`config.mk`:
```
export PLATFORM = sky130hd
export DESIGN_NAME = sum_accumulator_flat
export DESIGN_NICKNAME = d
export VERILOG_FILES = /design/src/rtl/sum_accumulator_if.sv /design/src/rtl/sum_accumulator.sv /design/src/flat_wrapper.sv
export SDC_FILE = /design/constraint.sdc
export NUM_CORES = 1
export LEC_CHECK = 0
export CORE_MARGIN = 3
export CORE_UTILIZATION = 35
export DETAILED_ROUTE_END_ITERATION = 8
export GPL_ROUTABILITY_DRIVEN = 0
export GPL_TIMING_DRIVEN = 0
export SLEW_MARGIN = 20
export SYNTH_ARGS = -nofsm -noshare
export SYNTH_HDL_FRONTEND = slang
export SYNTH_SLANG_ARGS = --single-unit
export TNS_END_PERCENT = 100
```
`constraint.sdc`:
```
create_clock -name clk -period 3.3 [get_ports clk]
set_input_delay 0.495 -clock clk [delete_from_list [all_inputs] [get_ports clk]]
set_output_delay 0.495 -clock clk [all_outputs]
set_load 0.02 [all_outputs]
```
`src/rtl/sum_accumulator_if.sv`:
```
// sum_accumulator_if: adder-result input handshake and frame-total output bundle
interface sum_accumulator_if #(parameter int ACC_W = 8);
  logic             in_valid;
  logic             in_ready;
  logic [3:0]       in_sum;
  logic             in_cout;
  logic [ACC_W-1:0] acc_out;
  logic             acc_valid;
  logic             out_ready;
  logic [3:0]       sample_cnt;
  logic             overflow;
  modport master (output in_valid, in_sum, in_cout, out_ready,
                  input  in_ready, acc_out, acc_valid, sample_cnt, overflow);
  modport slave  (input  in_valid, in_sum, in_cout, out_ready,
                  output in_ready, acc_out, acc_valid, sample_cnt, overflow);
endinterface

```
`src/rtl/sum_accumulator.sv`:
```
// sum_accumulator: accumulates N_SAMPLES 5-bit adder results per frame; SUM_ACC_SAT_EN selects saturating instead of wrapping totals
module sum_accumulator #(
  parameter int ACC_W     = 8,
  parameter int N_SAMPLES = 4
) (
  input  logic clk,
  input  logic reset,
  input  logic clear,
  sum_accumulator_if.slave bus
);
  typedef enum logic [1:0] {IDLE, ACCUM, DONE} state_t;
  state_t           state, state_n;
  logic [ACC_W-1:0] acc, acc_n, added;
  logic [3:0]       cnt, cnt_n;
  logic             ovf, ovf_n;
  logic [ACC_W:0]   total;
  logic             accept, last, flush;
  // acc is zero in IDLE, so the first beat of a frame loads through the same adder
  assign total  = {1'b0, acc} + (ACC_W+1)'({bus.in_cout, bus.in_sum});
`ifdef SUM_ACC_SAT_EN
  assign added  = total[ACC_W] ? '1 : total[ACC_W-1:0];
`else
  assign added  = total[ACC_W-1:0];
`endif
  assign bus.in_ready   = state != DONE && !clear && !reset;
  assign accept         = bus.in_valid && bus.in_ready;
  assign last           = cnt + 4'd1 == 4'(N_SAMPLES);
  assign flush          = clear || (state == DONE && bus.out_ready);
  assign bus.acc_out    = acc;
  assign bus.sample_cnt = cnt;
  assign bus.overflow   = ovf;
  assign bus.acc_valid  = state == DONE;
  always_comb begin
    state_n = flush ? IDLE : accept ? (last ? DONE : ACCUM) : state;
    acc_n   = flush ? '0 : accept ? added : acc;
    cnt_n   = flush ? '0 : accept ? cnt + 4'd1 : cnt;
    ovf_n   = flush ? 1'b0 : ovf | (accept & total[ACC_W]);
  end
  always_ff @(posedge clk or posedge reset)
    if (reset) begin
      state <= IDLE;
      acc   <= '0;
      cnt   <= '0;
      ovf   <= 1'b0;
    end else begin
      state <= state_n;
      acc   <= acc_n;
      cnt   <= cnt_n;
      ovf   <= ovf_n;
    end
endmodule

```
`src/flat_wrapper.sv`:
```
// flat-port wrapper written by rule: the top's interface ports become plain ports
module sum_accumulator_flat 
#(
  parameter int ACC_W     = 8,
  parameter int N_SAMPLES = 4
)
  (clk, reset, clear, bus_in_valid, bus_in_sum, bus_in_cout, bus_out_ready, bus_in_ready, bus_acc_out, bus_acc_valid, bus_sample_cnt, bus_overflow);
  sum_accumulator_if #(.ACC_W(ACC_W)) bus_i ();
  input  logic clk;
  input  logic reset;
  input  logic clear;
  input wire logic [$bits(bus_i.in_valid)-1:0] bus_in_valid;
  input wire logic [$bits(bus_i.in_sum)-1:0] bus_in_sum;
  input wire logic [$bits(bus_i.in_cout)-1:0] bus_in_cout;
  input wire logic [$bits(bus_i.out_ready)-1:0] bus_out_ready;
  output wire logic [$bits(bus_i.in_ready)-1:0] bus_in_ready;
  output wire logic [$bits(bus_i.acc_out)-1:0] bus_acc_out;
  output wire logic [$bits(bus_i.acc_valid)-1:0] bus_acc_valid;
  output wire logic [$bits(bus_i.sample_cnt)-1:0] bus_sample_cnt;
  output wire logic [$bits(bus_i.overflow)-1:0] bus_overflow;
  assign bus_i.in_valid = bus_in_valid;
  assign bus_i.in_sum = bus_in_sum;
  assign bus_i.in_cout = bus_in_cout;
  assign bus_i.out_ready = bus_out_ready;
  assign bus_in_ready = bus_i.in_ready;
  assign bus_acc_out = bus_i.acc_out;
  assign bus_acc_valid = bus_i.acc_valid;
  assign bus_sample_cnt = bus_i.sample_cnt;
  assign bus_overflow = bus_i.overflow;
  sum_accumulator #(.ACC_W(ACC_W), .N_SAMPLES(N_SAMPLES)) u_core (.clk(clk), .reset(reset), .clear(clear), .bus(bus_i));
endmodule
```
==> results.toml, run 1 <==
[setup_path]
crit_required_ps = 2800
cp_data_arrival_time_ps = 1910
worstSetupStartpoint = "clear"
endpoint_kind = "primary output"
worstReg2RegStart = "u_core.bus.acc_out[0]$_DFFE_PP0P_"
worstSetupStartpointType = "input pin"
reg2reg_to = "u_core.bus.acc_out[6]$_DFFE_PP0P_"
r2r_slack_ps = 1490
crit_type = "input pin to primary output"
path_max_fanout = 6
ff2ff_path_depth = 6

[placement]
portBuffers = 24
place_area_mm2 = 0.00120
place_inst = 128
hpwlAfterDp_mm = 1.33

[final_layout]
nNetsFinal = 122
diodes = 0
syn_to_final_growth_pct = 32.9
final_cell_area_mm2 = 0.00122
drive_gt1_frac = 0.144
fin_cells = 132
fillCellCount = 237

[floorplanning]
fp.dieH_um = 57.3
dieArea_mm2 = 0.00328
ios = 25
num_rows = 17
core-area_mm2 = 0.00236
die_x_um = 57.3
start_util = 0.390

[min_path]
hold-path-endpoint = "u_core.bus.overflow$_DFF_PP0_"
hold_class = "flop to flop"
holdCritStartpoint = "u_core.bus.overflow$_DFF_PP0_"
hold_path_depth = 2

[timing]
worst_pin_slew_ps = 590
finalSetupTns_ps = 0
rsz0062_at_grt = "false"
max-slew-margin-rel = 0.606
drv_slew = 0
hold_viol = 0
fin_crit_sh = 0.728
finalClockSkew_ps = 5.50
setup_viol = 0
timing.hold.ws_ps = 512
max_freq_ghz = 0.416
min_period_ps = 2400

[power]
powerDensity_mw_per_mm2 = 329
leakagePower_nw = 0.556
irDropWorstVdd_v = 0.000160
power_mw = 0.402

[logic_synthesis]
ys_ff_latch = 15
ys_warn_count = 0
ys_seq_area_frac = 0.408
ys.flop_type = "dfrtp_1"
netlist_instances = 76
synth_cell_types = 32
synthArstFlopShare = 1.00
synth_nets = 93
syn_area_um2 = 921
synth_edf_count = 0
synth_area_per_cell_um2 = 12.1

[run_status]
status = "complete, no violations"

[grt]
grt_pass1_wl_mm = 3.22
grt_max_degree = 16
grt_overflow_total = 0
antenna_found_initial = 0
grt_pass1_vias = 731
grt_usage = 0.127

[drt]
ant_nets = 0
viasPerCell = 5.10
drt_iter0_drc = 6
post_drt_wl_per_cell_um = 13.2
drcViolationCount = 0
vias = 673
drt_first_pass_iters = 4
drt_wl_total_mm = 1.74

[clock_tree]
root_buffer = "clkbuf_4"
cts_buffer_depth = 2
ctsHoldBuffers = 0
cts_htree_levels = 1
post-cts-setup-buffer-count = 0
numCtsBuffers = 3
insertion_delay_ps = 280
clk_pin_slew_ps = 90
cts_tree = "done"
clkSinkCount = 15
cts_resized = 0

[run]
cap_violations = 0
==> registers in the layout, indices dropped and copies added (netlist names) <==
name and cells:
u_core.bus.acc_out 8, u_core.state 2, u_core.bus.sample_cnt 4, u_core.bus.overflow 1
==> per-layer routing <==
| layer | vias to the layer above | track usage | routed length, µm |
|---|---|---|---|
| li1 | 346 | - | - |
| met1 | 308 | 0.176 | 887 |
| met2 | 17 | 0.188 | 751 |
| met3 | 2 | 0.0294 | 92 |
| met4 | 0 | 0.0596 | 13 |
| met5 | - | 0 | 0 |
==> synth_stat cells (2+ instances only) <==
cell type  instances  area share
dfrtp_1           15        0.41
a22o_1             8       0.076
ha_1               6       0.082
a21o_1             5       0.041
nand2_1            4       0.016
xnor2_1            4       0.038
a21oi_1            3       0.016
mux2i_1            3       0.033
buf_6              2       0.024
nand2b_1           2       0.014
nand3_1            2       0.011
nor2_1             2      0.0082
==> logic make-up (layout without fill, tap and decap cells) <==
logic type | after synthesis | count (layout) | synth area share
flip-flops | 15 | 15 | 0.408
AND/OR/NAND/NOR | 19 | 19 | 0.151
AO/OA/AOI/OAI | 23 | 23 | 0.213
XOR/XNOR | 5 | 5 | 0.0476
adder cells (fa/ha/maj) | 7 | 7 | 0.103
buffers and inverters | 3 | 31 | 0.0285
multiplexers | 4 | 4 | 0.0489
==> layout make-up <==
| type | instances | area, µm² | area share |
|---|---|---|---|
| plain buffers | 2 | 22.5 | 0.0184 |
| clock buffers | 3 | 22.5 | 0.0184 |
| clock inverters | 1 | 5.00 | 0.00409 |
| inverters | 1 | 3.75 | 0.00307 |
| multi-input cells | 58 | 519 | 0.424 |
| flip-flops and latches | 15 | 375 | 0.307 |
| well taps | 28 | 35.0 | 0.0286 |
| repair buffers | 24 | 240 | 0.196 |
==> where the power goes <==
| part | internal (mW) | switching (mW) | total [mW] |
|---|---|---|---|
| Clock | 0.0450 | 0.0614 | 0.106 |
| Sequential | 0.191 | 0.00785 | 0.199 |
| Combinational | 0.0482 | 0.0482 | 0.0964 |
| Total | 0.285 | 0.118 | 0.402 |
==> how the worst max path moves through the flow <==
stage / slack (ps) / cells past startpoint / endpoint
3_5_place_dp: 900 / 3 / bus_in_ready
2_1_floorplan: 1510 / 6 / u_core.bus.acc_out[4]$_DFFE_PP0P_
4_1_cts: 880 / 3 / bus_in_ready
5_1_grt: 770 / 3 / bus_in_ready
6_report: 900 / 3 / bus_in_ready
3_3_place_gp: 900 / 3 / bus_in_ready
==> metrics by stage <==
step	utilization	setup WS (ps)
2_1_floorplan	-	1510
3_3_place_gp	0.507	900
3_5_place_dp	0.507	903
4_1_cts	0.518	882
5_1_grt	0.518	766
6_report	0.518	897
==> cell usage in the layout, fill, tap and decap left out, types with 2 or more instances in the layout <==
| cell | n |
|---|---|
| nand2b_1 | 2 |
| mux2i_1 | 3 |
| nor2_1 | 2 |
| nand2_1 | 4 |
| ha_1 | 6 |
| clkbuf_4 | 3 |
| buf_6 | 2 |
| clkdlybuf4s50_1 | 24 |
| a21oi_1 | 3 |
| a22o_1 | 8 |
| xnor2_1 | 4 |
| nand3_1 | 2 |
| a21o_1 | 5 |
| dfrtp_1 | 15 |
==> worst max-delay path, stage by stage <==
cell and delay (ps):
clkdlybuf4s50_1 540, nor3_1 240, clkdlybuf4s50_1 630
Power figures use the tool's default switching activity.
==> run 2, diff against run 1 <==
==> constraint.sdc (replaced) <==
create_clock -name clk -period 2.1 [get_ports clk]
set_input_delay 0.315 -clock clk [delete_from_list [all_inputs] [get_ports clk]]
set_output_delay 0.315 -clock clk [all_outputs]
set_load 0.02 [all_outputs]
==> run 2 against run 1 <==
Sequential power rose by 57%. First-iteration DRC count unchanged. Non-clock buffer count did not move.
==> results.toml, run 2 (synthesis results as in run 1) <==
[drt]
viasPerCell = 5.10
drcViolationCount = 0
ant_nets = 0
drt_wl_total_mm = 1.74
drt_iter0_drc = 6
post_drt_wl_per_cell_um = 13.2
vias = 673
drt_first_pass_iters = 4

[clock_tree]
cts_tree = "done"
insertion_delay_ps = 280
numCtsBuffers = 3
root_buffer = "clkbuf_4"
cts_buffer_depth = 2
clk_pin_slew_ps = 100
cts_htree_levels = 1
clkSinkCount = 15

[floorplanning]
start_util = 0.390
die_x_um = 57.3
fp.dieH_um = 57.3
num_rows = 17
dieArea_mm2 = 0.00328
core-area_mm2 = 0.00236
ios = 25

[min_path]
hold_class = "input pin to asynchronous set/reset pin"

[final_layout]
final_cell_mix = "23 x clkdlybuf4s50_1, 15 x dfrtp_1, 8 x a22o_1, 6 x ha_1, 5 x a21o_1"
fin_cells = 132
final_common_cell = "clkdlybuf4s50_1"
syn_to_final_growth_pct = 33.2
largest_register_ff_count = 8
diodes = 0
drive_gt1_frac = 0.144
nNetsFinal = 122
fin_util = 0.519

[power]
irDropWorstVdd_v = 0.000251
p_seq_frac = 0.496
powerDensity_mw_per_mm2 = 515
leakagePower_nw = 0.570
clock_power_share = 0.265
power.internal_mw = 0.447
power_mw = 0.632
swShare = 0.292
p_comb_frac = 0.240
p_switching_mw = 0.185

[timing]
max-slew-margin-rel = 0.606
hold_viol = 0
min_period_ps = 1900
rsz0062_at_grt = "false"
fin_crit_sh = 0.904
finalClockSkew_ps = 5.50
worst_pin_slew_ps = 590
drv_slew = 0
setup_viol = 0
max_freq_ghz = 0.527

[setup_path]
path_max_fanout = 8
cp_data_arrival_time_ps = 1580
worstSetupStartpointType = "flop"
slowest_delay_ps = 610
crit_required_ps = 1780
endpoint_kind = "primary output"
crit_chain = "nor2b_4 > buf_6 > clkdlybuf4s50_1"
cp_slowest_cell = "clkdlybuf4s50_1"
crit_type = "flop to primary output"

[run]
cap_violations = 0

[run_status]
status = "complete, no violations"

[grt]
grt_max_degree = 16
grt_pass1_wl_mm = 3.22
grt_pass1_vias = 731
grt_usage = 0.127
antenna_found_initial = 0
grt_overflow_total = 0

[placement]
hpwlAfterDp_mm = 1.33
place_inst = 128
portBuffers = 24
-- run 2: changes by cell type in the layout (fill, tap and decap cells not counted), sizes merged --
cell,delta
dlymetal6s2s,+1
clkdlybuf4s50,-1
-- run 2: cell type report --
class / count / area, µm²
tap: 28 / 35.0
sequential: 15 / 375
fill: 236 / 1130
clock buffer: 3 / 22.5
inverter: 1 / 3.75
clock inverter: 1 / 5.00
timing repair buffer: 24 / 243
buffer: 2 / 22.5
multi-input combinational: 58 / 519
-- run 2: per-layer routing --
layer,vias to the layer above,share of wire,track usage
met5,-,0,0
met2,17,0.43,0.188
li1,346,-,-
met1,308,0.51,0.176
met4,0,0.0075,0.0596
met3,2,0.053,0.0294
-- run 2: through the flow --
stage / setup TNS [ps] / hold slack, ps / instance area, µm² / setup WS, ps
2_1_floorplan: 0 / 216 / 921 / 313
5_1_grt: 0 / 455 / 1230 / 118
6_report: 0 / 428 / 1230 / 202
3_5_place_dp: -25.7 / 498 / 1200 / -25.7
3_3_place_gp: -17.8 / 489 / 1200 / -17.8
4_1_cts: 0 / 443 / 1220 / 42.0
-- run 2: power by group through the flow --
stage / clock (mW) / sequential, mW / combinational [mW]
finish: 0.167 / 0.313 / 0.151
global route: 0.197 / 0.316 / 0.168
CTS: 0.179 / 0.313 / 0.154
detailed placement: 0 / 0.319 / 0.154
global placement: 0 / 0.318 / 0.152
floorplan: 0 / 0.331 / 0.0824
-- run 2: timing repair --
action	4_1_cts	5_1_grt
setup endpoints to repair	0	1
hold buffers	0	0
buffers inserted	0	0
gates resized for setup	0	1
-- run 2: final timing paths --
path	from	endpoint	slack (ps)	cells after the start
setup / recovery	u_core.state[0]$_DFFE_PP0P_	bus_acc_valid	200	3
hold / removal	reset	u_core.bus.sample_cnt[2]$_DFFE_PP0P_	430	2
setup reg to reg	u_core.bus.acc_out[0]$_DFFE_PP0P_	u_core.bus.acc_out[6]$_DFFE_PP0P_	290	6
hold reg to reg	u_core.bus.overflow$_DFF_PP0_	u_core.bus.overflow$_DFF_PP0_	510	2
max in group asynchronous	reset	u_core.bus.acc_out[4]$_DFFE_PP0P_	1280	2
min in group clk	u_core.bus.overflow$_DFF_PP0_	u_core.bus.overflow$_DFF_PP0_	510	2
-- run 2: critical path: cells and delay by family, from the launching register on --
kind,cells,cell delay (ps)
buffers and inverters,2,750
flip-flops,1,420
AND/OR/NAND/NOR,1,120
